File: src/rtl/wishbone_arbiter_pkg.sv
// Shared FSM encoding and sizing helper for the round-robin Wishbone arbiter.
package wishbone_arb_pkg;

    typedef enum logic [1:0] {
        IDLE  = 2'd0,
        GRANT = 2'd1,
        TOUT  = 2'd2
    } arb_state_e;

    function automatic int unsigned wd_width(input int unsigned max_cnt);
        return $clog2(max_cnt + 32'd1);
    endfunction

endpackage

File: src/rtl/wishbone_arbiter_rr_picker.sv
// Combinational round-robin picker: first unmasked request after ptr_i wins,
// wrapping back to ptr_i itself as the lowest-priority candidate.
module rr_picker #(
    parameter int N  = 2,
    parameter int IW = $clog2(N)
) (
    input  logic [N-1:0]  req_i,
    input  logic [N-1:0]  mask_i,
    input  logic [IW-1:0] ptr_i,
    output logic          valid_o,
    output logic [IW-1:0] idx_o
);

    logic [N-1:0] eligible_s;

    assign eligible_s = req_i & ~mask_i;

    // walk ptr+1 .. ptr modulo N, keeping the first eligible hit
    always_comb begin : pick
        int cand;
        valid_o = 1'b0;
        idx_o   = '0;
        cand    = 0;
        for (int k = 1; k <= N; k++) begin
            cand = (int'(ptr_i) + k) % N;
            if (!valid_o && eligible_s[IW'(cand)]) begin
                valid_o = 1'b1;
                idx_o   = IW'(cand);
            end else begin
                valid_o = valid_o;
            end
        end
    end

endmodule

File: src/rtl/wishbone_arbiter.sv
// Round-robin Wishbone bus arbiter with lock support and an unanswered-strobe
// watchdog that revokes the grant after TIMEOUT stalled cycles.
module wishbone_arbiter
    import wishbone_arb_pkg::*;
#(
    parameter int N_MASTER = 2,
    parameter int TIMEOUT  = 255
) (
    input  logic                        clk_i,
    input  logic                        rstn_i,
    input  logic [N_MASTER-1:0]         cyc_i,
    input  logic [N_MASTER-1:0]         stb_i,
    input  logic [N_MASTER-1:0]         lock_i,
    input  logic                        ack_i,
    input  logic                        err_i,
    input  logic                        rty_i,
    output logic [N_MASTER-1:0]         gnt_o,
    output logic [$clog2(N_MASTER)-1:0] owner_o,
    output logic                        busy_o,
    output logic                        timeout_o,
    output logic [$clog2(N_MASTER)-1:0] timeout_id_o
);

    localparam int                  IW      = $clog2(N_MASTER);
    localparam int                  WW      = int'(wd_width(TIMEOUT));
    localparam logic [IW-1:0]       PTR_RST = IW'(N_MASTER - 1);
    localparam logic [WW-1:0]       WD_MAX  = WW'(TIMEOUT);
    localparam logic [N_MASTER-1:0] ONE_HOT = N_MASTER'(1);

    arb_state_e            state_q, state_d;
    logic [N_MASTER-1:0]   gnt_q, gnt_d;
    logic [IW-1:0]         owner_q, owner_d;
    logic                  busy_q, busy_d;
    logic                  tout_q, tout_d;
    logic [IW-1:0]         tout_id_q, tout_id_d;
    logic [WW-1:0]         wd_q, wd_d;
    logic [IW-1:0]         ptr_q, ptr_d;

    logic                  pick_valid_s;
    logic [IW-1:0]         pick_idx_s;
    logic [N_MASTER-1:0]   pick_gnt_s;
    logic                  hold_s;
    logic                  wd_inc_s;

    // One picker serves both idle arbitration (mask empty) and release
    // arbitration (current owner masked); gnt_q is zero outside GRANT.
    rr_picker #(
        .N  (N_MASTER),
        .IW (IW)
    ) u_picker (
        .req_i   (cyc_i),
        .mask_i  (gnt_q),
        .ptr_i   (ptr_q),
        .valid_o (pick_valid_s),
        .idx_o   (pick_idx_s)
    );

    assign pick_gnt_s = ONE_HOT << pick_idx_s;
    assign hold_s     = cyc_i[owner_q] | lock_i[owner_q];
    assign wd_inc_s   = stb_i[owner_q] & ~(ack_i | err_i | rty_i);

    // next-state, grant and watchdog computation
    always_comb begin
        state_d   = state_q;
        gnt_d     = gnt_q;
        owner_d   = owner_q;
        busy_d    = busy_q;
        tout_d    = 1'b0;
        tout_id_d = tout_id_q;
        wd_d      = wd_q;
        ptr_d     = ptr_q;
        case (state_q)
            IDLE: begin
                wd_d = '0;
                if (pick_valid_s) begin
                    state_d = GRANT;
                    gnt_d   = pick_gnt_s;
                    owner_d = pick_idx_s;
                    busy_d  = 1'b1;
                    ptr_d   = pick_idx_s;
                end else begin
                    gnt_d   = '0;
                    owner_d = '0;
                    busy_d  = 1'b0;
                end
            end
            GRANT: begin
                // a response in the same cycle clears wd_inc_s, so it beats the timeout
                if (wd_inc_s && (wd_q == WD_MAX)) begin
                    state_d   = TOUT;
                    gnt_d     = '0;
                    owner_d   = '0;
                    busy_d    = 1'b0;
                    tout_d    = 1'b1;
                    tout_id_d = owner_q;
                    wd_d      = '0;
                end else if (hold_s) begin
                    wd_d = wd_inc_s ? (wd_q + WW'(1)) : '0;
                end else if (pick_valid_s) begin
                    gnt_d   = pick_gnt_s;
                    owner_d = pick_idx_s;
                    ptr_d   = pick_idx_s;
                    wd_d    = '0;
                end else begin
                    state_d = IDLE;
                    gnt_d   = '0;
                    owner_d = '0;
                    busy_d  = 1'b0;
                    wd_d    = '0;
                end
            end
            TOUT: begin
                state_d = IDLE;
                gnt_d   = '0;
                owner_d = '0;
                busy_d  = 1'b0;
                wd_d    = '0;
            end
            default: begin
                state_d = IDLE;
                gnt_d   = '0;
                owner_d = '0;
                busy_d  = 1'b0;
                wd_d    = '0;
            end
        endcase
    end

    // state and output registers
    always_ff @(posedge clk_i or negedge rstn_i) begin
        if (!rstn_i) begin
            state_q   <= IDLE;
            gnt_q     <= '0;
            owner_q   <= '0;
            busy_q    <= 1'b0;
            tout_q    <= 1'b0;
            tout_id_q <= '0;
            wd_q      <= '0;
            ptr_q     <= PTR_RST;
        end else begin
            state_q   <= state_d;
            gnt_q     <= gnt_d;
            owner_q   <= owner_d;
            busy_q    <= busy_d;
            tout_q    <= tout_d;
            tout_id_q <= tout_id_d;
            wd_q      <= wd_d;
            ptr_q     <= ptr_d;
        end
    end

    assign gnt_o        = gnt_q;
    assign owner_o      = owner_q;
    assign busy_o       = busy_q;
    assign timeout_o    = tout_q;
    assign timeout_id_o = tout_id_q;

endmodule
File: config.mk
export PLATFORM = sky130hd
export DESIGN_NAME = wishbone_arbiter
export DESIGN_NICKNAME = d
export VERILOG_FILES = /design/src/rtl/wishbone_arbiter_pkg.sv /design/src/rtl/wishbone_arbiter_rr_picker.sv /design/src/rtl/wishbone_arbiter.sv
export SDC_FILE = /design/constraint.sdc
export NUM_CORES = 1
export LEC_CHECK = 0
export CAP_MARGIN = 20
export CORE_UTILIZATION = 63
export CTS_BUF_LIST = sky130_fd_sc_hd__clkbuf_16
export CTS_CLUSTER_SIZE = 28
export DETAILED_ROUTE_END_ITERATION = 10
export DONT_BUFFER_PORTS = 1
export PLACE_DENSITY = 0.79
export SLEW_MARGIN = 40
export SYNTH_ARGS = -nofsm -noshare
export SYNTH_HDL_FRONTEND = slang
export SYNTH_HIERARCHICAL = 1
export SYNTH_SLANG_ARGS = --single-unit
export TNS_END_PERCENT = 30
File: constraint.sdc
create_clock -name clk_i -period 4.7 [get_ports clk_i]
set_input_delay 0.94 -clock clk_i [delete_from_list [all_inputs] [get_ports clk_i]]
set_output_delay 0.94 -clock clk_i [all_outputs]
set_load 0.005 [all_outputs]
==> qor.csv, run 1 <==
stage,metric,value,unit
finish,post-route cell area,915,um^2
critical_path,Slowest cell on crit path,nor4_4,
yosys,Post-Syn Instances,74,
finish,"leading cell types in the layout, fill and taps excluded","dfrtp_1 (15), nor2_1 (10), inv_1 (5), nand3_1 (4)",
global_route,first-pass GRT wire length,2420,um
flow_run,MaxCap Viol Count,0,
critical_path,Required @ worst endpoint,4830,ps
yosys,sequential area share after synthesis,48.4,%
power,leakage power,0.390,nW
timing,Slew Limit Fails,0,
finish,final cell count without fillers,90,
clock_tree,CTS tree,yes,
die,# IOs,17,
yosys,Syn Std Cell Area,830,um^2
clock_tree,"Setup Fix Bufs, Post-CTS",0,
clock_tree,CTS HTree Levels,1,
global_route,pin count of the biggest net entering global routing,17,
finish,layout cells sized above 1,19.7,%
clock_tree,post-cts resize count,0,
detailed_routing,First-pass DRT Iterations,4,
placed_design,hpwl dp,1050,um
detailed_routing,DRT met1 WL,729,um
detailed_routing,Via-to-Cell Ratio,6.09,
critical_path,CP max FO,8,
critical_path,max incr delay on CP,470,ps
finish,"most common cell after layout, fill and taps aside",dfrtp_1,
timing,Final min period,2260,ps
die,initial core utilization,70.8,%
placed_design,I/O Buffers,0,
detailed_routing,ANT nets after route,0,
timing,Setup Viol. Count Final,0,
clock_tree,CTS Hold Buffers Added,0,
timing,WHS,384,ps
power,Tot Pwr,0.413,mW
clock_tree,CTS sink cnt,16,
detailed_routing,DRC,0,
yosys,Seq cells post-synth,16,
die,DIE HEIGHT,38.3,um
detailed_routing,max layer used,met4,
status,status,finished clean,
clock_tree,clk root buf,clkbuf_16,
detailed_routing,number of DRC markers in iteration 0,23,
detailed_routing,DR WL/cell,17.6,um
yosys,synthesized area per cell,11.2,um^2
placed_design,Placer Congestion,0.755,
timing,relative slew slack,59.9,%
detailed_routing,DRT Wirelength,1580,um
detailed_routing,met3 WL,72,um
clock_tree,deepest clock path buffer count,2,
finish,# fillers,82,
clock_tree,clk_lat worst skew,250,ps
placed_design,placed cells,86,
global_route,gr usage total,27.5,%
clock_tree,"Reg clk slew, reported paths",50,ps
global_route,grt ovf,0,
placed_design,area post-placement,836,um^2
yosys,yosys warns,6,
timing,final period utilization,48.2,%
yosys,syn_nets,86,
timing,Clock Skew,2.07,ps
min_path,Hold Path Class,input pin to asynchronous set/reset pin,
finish,ANT cells,0,
power,VDD IR max,0.262,mV
critical_path,critical path start-end classification,input pin to register,
critical_path,Startpoint Class,input pin,
detailed_routing,wire length on met2,726,um
timing,Slew @ Worst Pin,599,ps
timing,RSZ-0062 raised after global routing,no,
timing,Final Hold Viols,0,
die,core area,1170,um^2
yosys,Cell variety after synth,36,
critical_path,crit path cell chain,or3_4 -> nor4_4 -> and3b_4 -> mux2_4,
critical_path,worst endpoint data arrival time,2400,ps
global_route,vias in the first global route,524,
die,die area,1470,um^2
finish,synthesis-to-layout area growth,10.3,%
die,Rows,12,
power,PwrDens,451,nW/um^2
detailed_routing,vias,548,
critical_path,Crit. End Element,register,
timing,Fmax achieved,0.442,GHz
finish,nets@finish,89,
die,Die Wd,38.3,um
global_route,antenna violations before repair,0,
clock_tree,total CTS buffers,3,
timing,final setup TNS,0,ps
worst max-delay path, delay by kind of cell:
kind	cells	cell delay, ps
and+or+nand+nor	3	1160
muxes	1	290
registers in the layout, indices dropped and copies added (netlist names):
register	cells
timeout_id_o	1
wd_q	8
gnt_o	2
busy_o	1
timeout_o	1
state_q	2
ptr_q	1
cell usage after synthesis:
| cell type | number | share of area [%] |
|---|---|---|
| nand3_1 | 4 | 2.4 |
| clkbuf_1 | 1 | 0.45 |
| nor3_1 | 1 | 0.60 |
| a211o_2 | 1 | 1.2 |
| a31oi_1 | 1 | 0.75 |
| nand2_1 | 2 | 0.91 |
| or3_1 | 1 | 0.75 |
| or3_4 | 1 | 1.4 |
| ha_1 | 1 | 1.5 |
| a21oi_1 | 1 | 0.60 |
| o21ai_0 | 1 | 0.60 |
| and3b_4 | 1 | 1.5 |
| and3b_2 | 1 | 1.2 |
| mux2i_2 | 1 | 1.7 |
| nand4_4 | 1 | 2.6 |
| nor2b_1 | 1 | 0.75 |
| xor2_1 | 3 | 3.2 |
| dfstp_2 | 1 | 3.2 |
| mux2_1 | 1 | 1.4 |
| nor2b_2 | 1 | 1.1 |
| or3b_1 | 1 | 1.1 |
| buf_4 | 1 | 0.91 |
| o22ai_1 | 1 | 0.75 |
| nor3b_2 | 1 | 1.5 |
| nor4_4 | 1 | 2.6 |
| a211oi_1 | 3 | 2.7 |
| and4b_1 | 1 | 1.2 |
| nor2_1 | 10 | 4.5 |
| mux2_4 | 1 | 1.8 |
| xnor2_1 | 3 | 3.2 |
| mux2i_1 | 1 | 1.2 |
| inv_1 | 4 | 1.8 |
| dfrtp_1 | 15 | 45 |
| o211ai_1 | 1 | 0.91 |
| nand2b_1 | 3 | 2.3 |
| or2_2 | 1 | 0.75 |
power by group:
part / internal (mW) / switching (mW) / total, mW
Combinational: 0.0319 / 0.0290 / 0.0609
Sequential: 0.159 / 0.0269 / 0.185
Clock: 0.113 / 0.0533 / 0.166
routing by layer:
metal	GRT usage [%]	up-vias
met5	0	-
met4	18.8	0
met3	9.88	7
met2	40.7	16
met1	33.2	262
li1	-	263
kinds of logic (layout without fill, tap and decap cells):
group / Yosys count / count (layout) / synth area share [%]
adders and majority gates: 1 / 1 / 1.51
buffers and inverters: 6 / 8 / 3.17
and+or+nand+nor: 32 / 32 / 27.0
DFF: 16 / 16 / 48.4
xor gates and xnor gates: 6 / 6 / 6.34
muxes: 4 / 4 / 6.03
AOI/OAI and AO/OA: 9 / 9 / 7.54
final timing paths:
kind                                endpoint     from  depth (start not counted)  slack (ps)
worst max-delay path            timeout_id_o    err_i                          4        2440
worst min register to register       wd_q[0]  wd_q[0]                          1         510
max in group asynchronous              ptr_q   rstn_i                          0        4150
worst min-delay path                 wd_q[7]   rstn_i                          0         380
worst max register to register  timeout_id_o  wd_q[0]                          5        2730
min in group clk_i                   wd_q[0]  wd_q[0]                          1         510
layout make-up:
class | instances | area, um^2 | area share (%)
Clock buffer | 3 | 75.1 | 8.21
Sequential cell | 16 | 402 | 43.9
Inverter | 4 | 15.0 | 1.64
Clock inverter | 1 | 3.75 | 0.410
Tap cell | 14 | 17.5 | 1.92
Multi-Input combinational cell | 52 | 402 | 43.9
stage by stage:
stage / util [%] / worst slack (ps)
2_1_floorplan: - / 2310
3_3_place_gp: 71.4 / 2230
3_5_place_dp: 71.4 / 2180
4_1_cts: 78.1 / 2440
5_1_grt: 78.1 / 2390
6_report: 78.1 / 2440
No activity file was read; power rests on OpenSTA's default activity.
==> inputs of run 2 (changes only) <==
--- a/config.mk
+++ b/config.mk
@@ -6,12 +6,12 @@
 export NUM_CORES = 1
 export LEC_CHECK = 0
 export CAP_MARGIN = 20
-export CORE_UTILIZATION = 63
+export CORE_UTILIZATION = 59
 export CTS_BUF_LIST = sky130_fd_sc_hd__clkbuf_16
 export CTS_CLUSTER_SIZE = 28
 export DETAILED_ROUTE_END_ITERATION = 10
 export DONT_BUFFER_PORTS = 1
-export PLACE_DENSITY = 0.79
+export PLACE_DENSITY = 0.75
 export SLEW_MARGIN = 40
 export SYNTH_ARGS = -nofsm -noshare
 export SYNTH_HDL_FRONTEND = slang
==> constraint.sdc (replaced) <==
create_clock -name clk_i -period 2.3 [get_ports clk_i]
set_input_delay 0.46 -clock clk_i [delete_from_list [all_inputs] [get_ports clk_i]]
set_output_delay 0.46 -clock clk_i [all_outputs]
set_load 0.005 [all_outputs]
==> run 2 against run 1 <==
  * Sequential share of layout area down 0.88 points
  * Final cell count up 3.3%
  * Total power up 100%
  * Cell area up 2.1%
  * Core utilization down 6.4 points
  * Setup slack worse by 1900 ps
  * Die area up 6.4%
  * Critical path type is now register to register
  * Critical endpoint is now gnt_o[0]
  * Highest routed layer unchanged
==> qor.csv, run 2 (synthesis results as in run 1) <==
stage,metric,value,unit,change
detailed_routing,DRC,0,,unchanged
timing,Clock Skew,4.69,ps,+2.61 ps
critical_path,Startpoint Class,register,,
critical_path,CP max FO,7,,-1
global_route,grt ovf,0,,unchanged
finish,"leading cell types in the layout, fill and taps excluded","dfrtp_1 (15), nor2_1 (10), inv_1 (5), nand3_1 (4)",,
min_path,Hold Path Class,input pin to asynchronous set/reset pin,,
die,core area,1300,um^2,+11%
die,die area,1560,um^2,+6.4%
timing,Final min period,1760,ps,
clock_tree,"Setup Fix Bufs, Post-CTS",0,,unchanged
global_route,antenna violations before repair,0,,unchanged
timing,Fmax achieved,0.568,GHz,
timing,Setup Viol. Count Final,0,,unchanged
global_route,gr usage total,21.6,%,-5.9 points
critical_path,critical path start-end classification,register to register,,
die,initial core utilization,63.8,%,-7.1 points
power,Int Pwr,0.620,mW,+100%
detailed_routing,First-pass DRT Iterations,4,,unchanged
global_route,first-pass GRT wire length,2170,um,-10%
finish,FF/Latch Area,402,um^2,unchanged
die,DIE HEIGHT,39.5,um,+3.2%
finish,# fillers,87,,+6.1%
placed_design,Placer Congestion,0.681,,-9.9%
clock_tree,CTS HTree Levels,1,,unchanged
flow_run,MaxCap Viol Count,0,,unchanged
critical_path,CP Depth,4,,unchanged
timing,worst setup slack after layout,539,ps,-1900 ps
clock_tree,clk_lat worst skew,240,ps,about the same
timing,RSZ-0062 raised after global routing,no,,
finish,"most common cell after layout, fill and taps aside",dfrtp_1,,
placed_design,DP Worst Slack,481,ps,-1700 ps
power,PwrDens,900,nW/um^2,+99%
die,Rows,13,,+1
placed_design,I/O Buffers,0,,unchanged
timing,Slew @ Worst Pin,688,ps,+89.2 ps
critical_path,r2r endpoint,gnt_o[0],,
timing,Final Hold Viols,0,,unchanged
critical_path,RR Startpoint,gnt_o[1],,
clock_tree,deepest clock path buffer count,2,,unchanged
critical_path,Slowest cell on crit path,dfrtp_1,,
clock_tree,"Reg clk slew, reported paths",50,ps,about the same
die,# IOs,17,,unchanged
detailed_routing,DRT Wirelength,1430,um,-9.9%
status,status,finished clean,,
critical_path,Required @ worst endpoint,2420,ps,-2410 ps
detailed_routing,vias,554,,+1.1%
critical_path,crit path cell chain,or3_1 -> and4b_1 -> nor2b_2 -> mux2_1,,
clock_tree,CTS Hold Buffers Added,1,,+1
critical_path,max incr delay on CP,480,ps,about the same
timing,relative slew slack,54.0,%,-5.9 points
clock_tree,clk root buf,clkbuf_16,,
timing,final setup TNS,0,ps,unchanged
critical_path,Crit path buffers/inverters,0,,unchanged
critical_path,Top Family by Delay on Critical Path,simple AND/OR/NAND/NOR gates,,
detailed_routing,ANT nets after route,0,,unchanged
detailed_routing,number of DRC markers in iteration 0,6,,-74%
power,Clk pwr share,39.0,%,-1.3 points
critical_path,R2R Setup Slk,540,ps,-2190 ps
power,Net Sw Power,0.220,mW,+100%
clock_tree,post-cts resize count,0,,unchanged
finish,Reg with most FFs,wd_q,,
clock_tree,total CTS buffers,3,,unchanged
critical_path,Crit. End Element,register,,
finish,Multi-input gate area,402,um^2,unchanged
global_route,vias in the first global route,520,,-0.76%
finish,layout cells sized above 1,20.5,%,+0.78 points
timing,Slew Limit Fails,0,,unchanged
detailed_routing,DR WL/cell,15.3,um,-13%
die,Die Wd,39.5,um,+3.2%
timing,final period utilization,76.6,%,
finish,ANT cells,0,,unchanged
finish,synthesis-to-layout area growth,12.5,%,
power,Sequential Power Share,45.3,%,+0.3 points
critical_path,worst endpoint data arrival time,1880,ps,-520 ps
placed_design,hpwl dp,1030,um,-1.8%
clock_tree,CTS sink cnt,16,,unchanged
power,switching share of power,26.2,%,-0.29 points
clock_tree,CTS tree,yes,,
detailed_routing,Via-to-Cell Ratio,5.96,,-2.2%
global_route,pin count of the biggest net entering global routing,16,,-1
power,leakage power,0.400,nW,+2.5%
finish,nets@finish,91,,+2.2%
power,Logic pwr share,15.7,%,+0.9 points
power,VDD IR max,0.580,mV,+120%
critical_path,R2R cell count,4,,-1
finish,max reg flops,8,,unchanged
## run 2: cell types whose count changed in the layout (fill, tap and decap cells not counted), sizes merged
cell,delta
dlygate4sd3,+1
buf,+1
## run 2: layout make-up
cell class / count / area share [%]
clock inverter: 1 / 0.402
timing repair buffer: 2 / 1.88
inverter: 4 / 1.61
multi-input combinational: 52 / 43.0
sequential: 16 / 43.0
tap: 15 / 2.01
clock buffer: 3 / 8.04
## run 2: power by group through the flow
stage / clock [mW] / combinational, mW / sequential (mW)
2_1_floorplan: 0 / 0.130 / 0.358
3_3_place_gp: 0 / 0.120 / 0.384
3_5_place_dp: 0 / 0.125 / 0.384
4_1_cts: 0.331 / 0.132 / 0.381
5_1_grt: 0.350 / 0.149 / 0.384
6_report: 0.327 / 0.132 / 0.381
## run 2: worst max path at each step
| stage | from | to |
|---|---|---|
| final | gnt_o[1] | gnt_o[0] |
| after floorplan | err_i | timeout_id_o |
| after global routing | gnt_o[1] | gnt_o[0] |
| after global placement | err_i | timeout_id_o |
| after CTS | gnt_o[1] | gnt_o[0] |
| after detailed placement | err_i | gnt_o[0] |
## run 2: routing by layer
layer	part of all wire, %	up-vias	global-route usage, %
met5	0	-	0
li1	-	269	-
met3	2.2	2	5.11
met4	0.84	0	7.76
met2	52	10	35.2
met1	45	273	27.5
## run 2: stage by stage
stage	total power, mW	std cells	hold WS, ps	area [um^2]	utilization, %
6_report	0.840	93	63.7	933	71.7
5_1_grt	0.883	93	52.8	933	71.7
4_1_cts	0.844	93	61.3	933	71.7
3_5_place_dp	0.509	88	165	845	64.9
3_3_place_gp	0.504	88	165	845	64.9
2_1_floorplan	0.488	74	164	830	-
## run 2: worst reg2reg max path: cells and delay by family, from the launching register on
| kind | cells | cell delay [ps] |
|---|---|---|
| DFF | 1 | 480 |
| and+or+nand+nor | 3 | 860 |
| muxes | 1 | 300 |
